File: src/rtl/phase_sequencer.sv
// phase_sequencer: holds a DUT in reset, then steps through NUM_PHASES timed test
// phases per run with abort and watchdog timeout.
`default_nettype none

module phase_sequencer #(
  parameter int NUM_PHASES     = 3,
  parameter int CNT_W          = 16,
  parameter int RST_CYCLES     = 10,
  parameter int TIMEOUT_CYCLES = 1000,
  localparam int IDX_W = (NUM_PHASES > 1) ? $clog2(NUM_PHASES) : 1,
  localparam int TO_W  = $clog2(TIMEOUT_CYCLES + 1)
) (
  input  logic                        clk,
  input  logic                        rst_n,
  input  logic                        start_i,
  input  logic                        abort_i,
  input  logic [NUM_PHASES*CNT_W-1:0] phase_len_i,
  output logic                        dut_rst_n_o,
  output logic                        busy_o,
  output logic [IDX_W-1:0]            phase_idx_o,
  output logic                        phase_done_o,
  output logic                        all_done_o,
  output logic                        timeout_o,
  output logic [CNT_W-1:0]            cycle_cnt_o
);

  localparam int                RC_W     = $clog2(RST_CYCLES + 1);
  localparam logic [RC_W-1:0]   RC_LAST  = RC_W'(RST_CYCLES - 1);
  localparam logic [TO_W-1:0]   TO_LAST  = TO_W'(TIMEOUT_CYCLES - 1);
  localparam logic [IDX_W-1:0]  IDX_LAST = IDX_W'(NUM_PHASES - 1);
  localparam logic [CNT_W-1:0]  CNT_MAX  = '1;

  typedef enum logic [2:0] {
    RST_HOLD = 3'd0,
    IDLE     = 3'd1,
    RUN      = 3'd2,
    DONE     = 3'd3,
    TIMEOUT  = 3'd4
  } state_t;

  state_t            state, state_nx;
  logic [RC_W-1:0]   rst_cnt;
  logic [IDX_W-1:0]  phase_idx;
  logic [CNT_W-1:0]  phase_cnt;
  logic [CNT_W-1:0]  cur_len;
  logic [CNT_W-1:0]  cycle_cnt;
  logic [TO_W-1:0]   to_cnt;
  logic              phase_last;
  logic              start_run;
  logic              advance;

  always_comb begin
    cur_len = '0;
    for (int k = 0; k < NUM_PHASES; k++) begin
      if (phase_idx == IDX_W'(k)) cur_len = phase_len_i[k*CNT_W +: CNT_W];
    end
  end

  // A zero length compares as "already at the end", so it lasts one cycle.
  assign phase_last = ({1'b0, phase_cnt} + (CNT_W+1)'(1)) >= {1'b0, cur_len};

  always_comb begin
    state_nx     = state;
    phase_done_o = 1'b0;
    start_run    = 1'b0;
    advance      = 1'b0;
    case (state)
      RST_HOLD: if (rst_cnt == RC_LAST) state_nx = IDLE;
      IDLE, DONE, TIMEOUT: begin
        if (start_i) begin
          state_nx  = RUN;
          start_run = 1'b1;
        end
      end
      RUN: begin
        if (abort_i) begin
          state_nx = IDLE;
        end else begin
          phase_done_o = phase_last;
          if (phase_last && (phase_idx == IDX_LAST)) begin
            state_nx = DONE;
          end else if (to_cnt == TO_LAST) begin
            state_nx = TIMEOUT;
          end else begin
            advance = phase_last;
          end
        end
      end
      default: state_nx = RST_HOLD;
    endcase
  end

  always_ff @(posedge clk or negedge rst_n) begin
    if (!rst_n) begin
      state     <= RST_HOLD;
      rst_cnt   <= '0;
      phase_idx <= '0;
      phase_cnt <= '0;
      to_cnt    <= '0;
      cycle_cnt <= '0;
    end else begin
      state <= state_nx;
      if (state == RST_HOLD && state_nx == RST_HOLD) rst_cnt <= rst_cnt + 1'b1;
      if (state_nx != RST_HOLD && cycle_cnt != CNT_MAX) cycle_cnt <= cycle_cnt + 1'b1;
      if (start_run) begin
        phase_idx <= '0;
        phase_cnt <= '0;
        to_cnt    <= '0;
      end else if (state == RUN && state_nx == RUN) begin
        to_cnt <= to_cnt + 1'b1;
        if (advance) begin
          phase_idx <= phase_idx + 1'b1;
          phase_cnt <= '0;
        end else begin
          phase_cnt <= phase_cnt + 1'b1;
        end
      end
    end
  end

  assign dut_rst_n_o = (state != RST_HOLD);
  assign busy_o      = (state == RUN);
  assign all_done_o  = (state == DONE);
  assign timeout_o   = (state == TIMEOUT);
  assign phase_idx_o = phase_idx;
  assign cycle_cnt_o = cycle_cnt;

endmodule

`default_nettype wire
File: config.mk
export PLATFORM = sky130hd
export DESIGN_NAME = phase_sequencer
export DESIGN_NICKNAME = d
export VERILOG_FILES = /design/src/rtl/phase_sequencer.sv
export SDC_FILE = /design/constraint.sdc
export NUM_CORES = 1
export LEC_CHECK = 0
export ABC_AREA = 1
export BUFFER_PORTS_ARGS = -buffer_cell sky130_fd_sc_hd__buf_4
export CAP_MARGIN = 0
export CORE_MARGIN = 5
export CORE_UTILIZATION = 51
export CTS_CLUSTER_SIZE = 25
export DETAILED_ROUTE_END_ITERATION = 12
export PLACE_DENSITY = 0.89
export REMOVE_ABC_BUFFERS = 1
export SLEW_MARGIN = 10
export SYNTH_ARGS = -nofsm -noshare
export SYNTH_HDL_FRONTEND = slang
export SYNTH_SLANG_ARGS = --single-unit
File: constraint.sdc
create_clock -name clk -period 3.13 [get_ports clk]
set_input_delay 0 -clock clk [delete_from_list [all_inputs] [get_ports clk]]
set_output_delay 0 -clock clk [all_outputs]
set_load 0.005 [all_outputs]
==> results_dict.tcl <==
set metrics [dict create \
    status "finished with violations" \
    violations "setup timing" \
    cts_buffer_depth 2 \
    via_per_inst 5.750 \
    synth-compound-area-share_pct 10.75 \
    yosys_warnings 0 \
    vias 4226 \
    place_congestion 0.9013 \
    synth_area_sq_um 3817 \
    p_leak_nw 2.661 \
    syn_to_final_growth_pct 39.95 \
    grt_use_total_pct 21.62 \
    grt_pass1_vias 3809 \
    overflow 0 \
    synth_top_area_share_pct 33.43 \
    gr-usage-met1_pct 24.39 \
    power.total_mw 3.806 \
    hold_violations 0 \
    timing_max_transition_violations_final 0 \
    swShare_pct 44.97 \
    syn_area_per_cell_sq_um 7.162 \
    fillers 480 \
    ios 75 \
    clk_pin_slew_ps 100 \
    drive_gt1_share_pct 33.65 \
    worstSetupPathType "flip-flop to flip-flop" \
    synthSimpleGateAreaFrac_pct 32.48 \
    power_density_nw_per_um2 712.4 \
    grt_antenna_before_repair 0 \
    worst_slack_ps -157.6 \
    ys_ff_latch 51 \
    rsz0062_at_grt "yes" \
    dp_slack_ps -68.22 \
    synth_cell_type_count 29 \
    wl_um 12270 \
    rr_startpoint "phase_cnt[1]" \
    tritoncts "yes" \
    crit_path_start_kind "flip-flop" \
    period_share_pct 105.0 \
    hold_depth 5 \
    busiest_layer "met2" \
    numPortBuffers 74 \
    synthFlopType "dfrtp_1" \
    power.share.sequential_pct 24.4 \
    cts_buffers 5 \
    min_path_type "input pin to flip-flop" \
    crit_arrival_ps 3540 \
    die_area_sq_um 9315 \
    num_antenna_cells 0 \
    grtUsageMet2_pct 39.37 \
    ys_seq_area_share_pct 33.43 \
    fp.dieH_um 96.52 \
    synth_top_family_by_area "simple AND/OR/NAND/NOR gates" \
    finalSetupTns_ps -5856 \
    critPathRequiredTime_ps 3380 \
    synth.most_common_cell "nand2_1" \
    grt_util_met3_pct 4.648 \
    worst_r2r_path_depth 22 \
    worst_pin_slew_ps 655.0 \
    yosysTopAreaCell "dfrtp_1" \
    start_util_pct 52.63 \
    fin_crit_ps 3288 \
    htreeDepth 2 \
    grt_max_degree 52 \
    clock_skew_ps 9.972 \
    fp-row-count 31 \
    antenna_left 0 \
    power_frac_comb_pct 61.4 \
    synthArstFlopShare_pct 100.0 \
    synth_xor_area_share_pct 7.342 \
    synthTopCellsByCount "134 x nand2_1, 60 x inv_1, 53 x nor2_1" \
    critPathCaptureType "flip-flop" \
    slew_headroom_pct 56.33 \
    p_sw_mw 1.712 \
    cap_violations 0 \
    hpwl_um 7285 \
    nets 711 \
    synthAdderAreaFrac_pct 7.866 \
    clock_sinks 51 \
    crit_start "phase_cnt[1]" \
    ir_drop_mv 0.3973 \
    internal_power_mw 2.094 \
    max_freq_ghz 0.3042 \
    muxShareOfSynthArea_pct 0 \
    clock_latency_ps 310 \
    core_area_sq_um 7253 \
    drcViolationCount 0 \
    cts-root-buf "clkbuf_8" \
    synthTopCellsByArea "dfrtp_1 33%, nand2_1 13%, ha_1 7.9%, nand3_1 6.4%, inv_1 5.9%" \
    grt_pass1_wl_um 16130 \
    hp-start "start_i" \
    synth_edf_count 0 \
    drt_pass1_iterations 5 \
    netlist_instances 533 \
    setup_viol 47 \
    worstPathMaxFanout 6 \
    die_w_um 96.52 \
    drt_iter0_markers 268 \
    wire_per_inst_um 16.69 \
    p_clk_share_pct 14.3 \
]
-- final cells by class --
cell class / instances / area, sq um / share of cell area (%)
well taps: 99 / 123.9 / 2.319
clock inverters: 2 / 60.06 / 1.124
clock buffers: 6 / 72.57 / 1.358
repair buffers: 109 / 955.9 / 17.89
multi-input cells: 406 / 2608 / 48.81
flip-flops and latches: 51 / 1277 / 23.91
inverters: 62 / 245.2 / 4.590
-- metal layers --
metal	vias to the layer above	share of wire (%)
met5	-	0
met4	0	4.8
met3	59	7.0
met2	240	52
met1	1991	37
li1	1936	-
-- critical path, stage by stage (launching register included) --
cell     delay (ps)
dfrtp_1         410
ha_2            210
nand2_2          70
nor2_4          120
nand2_4          90
nor2_4          180
nand2_2         110
xnor2_2         210
ha_1            290
a21oi_2         150
nor2_1           60
nor2_1          100
nand3_1          80
nor2_2          130
nand2_1          90
nand2_2         120
nand2_4          70
a21oi_4         240
nand2_4         110
inv_6            90
buf_12          140
nand3_4          80
o21ai_2          60
-- flip-flops by register name, summed over array words and instances, names as in the netlist --
signal,flops
cycle_cnt_o,16
to_cnt,10
state,3
phase_cnt,16
rst_cnt,4
phase_idx_o,2
-- final timing paths --
path | to | slack [ps]
hold / removal | state[1] | 180
setup / recovery | phase_cnt[8] | -160
setup reg to reg | phase_cnt[8] | -160
min in group asynchronous | rst_cnt[1] | 240
hold reg to reg | to_cnt[1] | 530
max in group asynchronous | phase_cnt[4] | 2400
-- metrics by stage --
stage | cell area, sq um | instances | hold slack, ps | utilization (%)
2_1_floorplan | 3741 | 518 | -295.6 | -
3_3_place_gp | 4628 | 712 | 63.93 | 63.81
3_5_place_dp | 4628 | 712 | 62.89 | 63.81
4_1_cts | 4826 | 725 | 146.1 | 66.53
5_1_grt | 5343 | 735 | 180.1 | 73.66
6_report | 5343 | 735 | 180.8 | 73.66
-- cells in the final DEF (no fill, tap or decap), types with 4 or more instances in the layout --
cell,netlist,routed
nor2_4,3,7
o21ai_2,0,9
nor2_2,3,6
a22oi_1,16,6
nand2_2,7,22
o21ai_0,7,4
buf_12,0,6
a22oi_2,0,10
nand4_1,10,10
ha_1,24,20
xor2_1,20,18
o21ai_1,18,12
a21oi_1,27,21
inv_2,1,6
nand3_4,1,5
inv_1,60,52
xnor2_1,12,10
dfrtp_1,51,50
nand3_2,0,4
buf_4,2,97
nand2_1,134,115
clkbuf_8,0,5
a21oi_2,0,6
nor2_1,53,47
nand2_4,4,8
nor3_1,13,11
nand3_1,49,41
-- what timing repair did --
action | CTS | global route
resized for setup | 4 | 100
pin swaps | 3 | 43
buffers inserted | 3 | 7
hold endpoints to repair | 51 | 0
hold buffers | 1 | 0
cloned | 1 | 3
setup endpoints to repair | 43 | 49
-- cells by family (layout without fill, tap and decap cells) --
kind of cell / after synthesis / count (layout)
and+or+nand+nor: 278 / 279
buffers and inverters: 77 / 179
AOI/OAI and AO/OA: 71 / 71
DFF: 51 / 51
xor gates and xnor gates: 32 / 32
adders and majority gates: 24 / 24
-- power groups by stage --
stage          logic (mW)  registers, mW  clock network (mW)
3_3_place_gp         1.66          0.913                   0
3_5_place_dp         1.74          0.924                   0
4_1_cts              1.78          0.912               0.544
6_report             2.34          0.927               0.543
5_1_grt              2.56          0.944               0.575
2_1_floorplan        1.11          0.909                   0
Power figures use the tool's default switching activity.
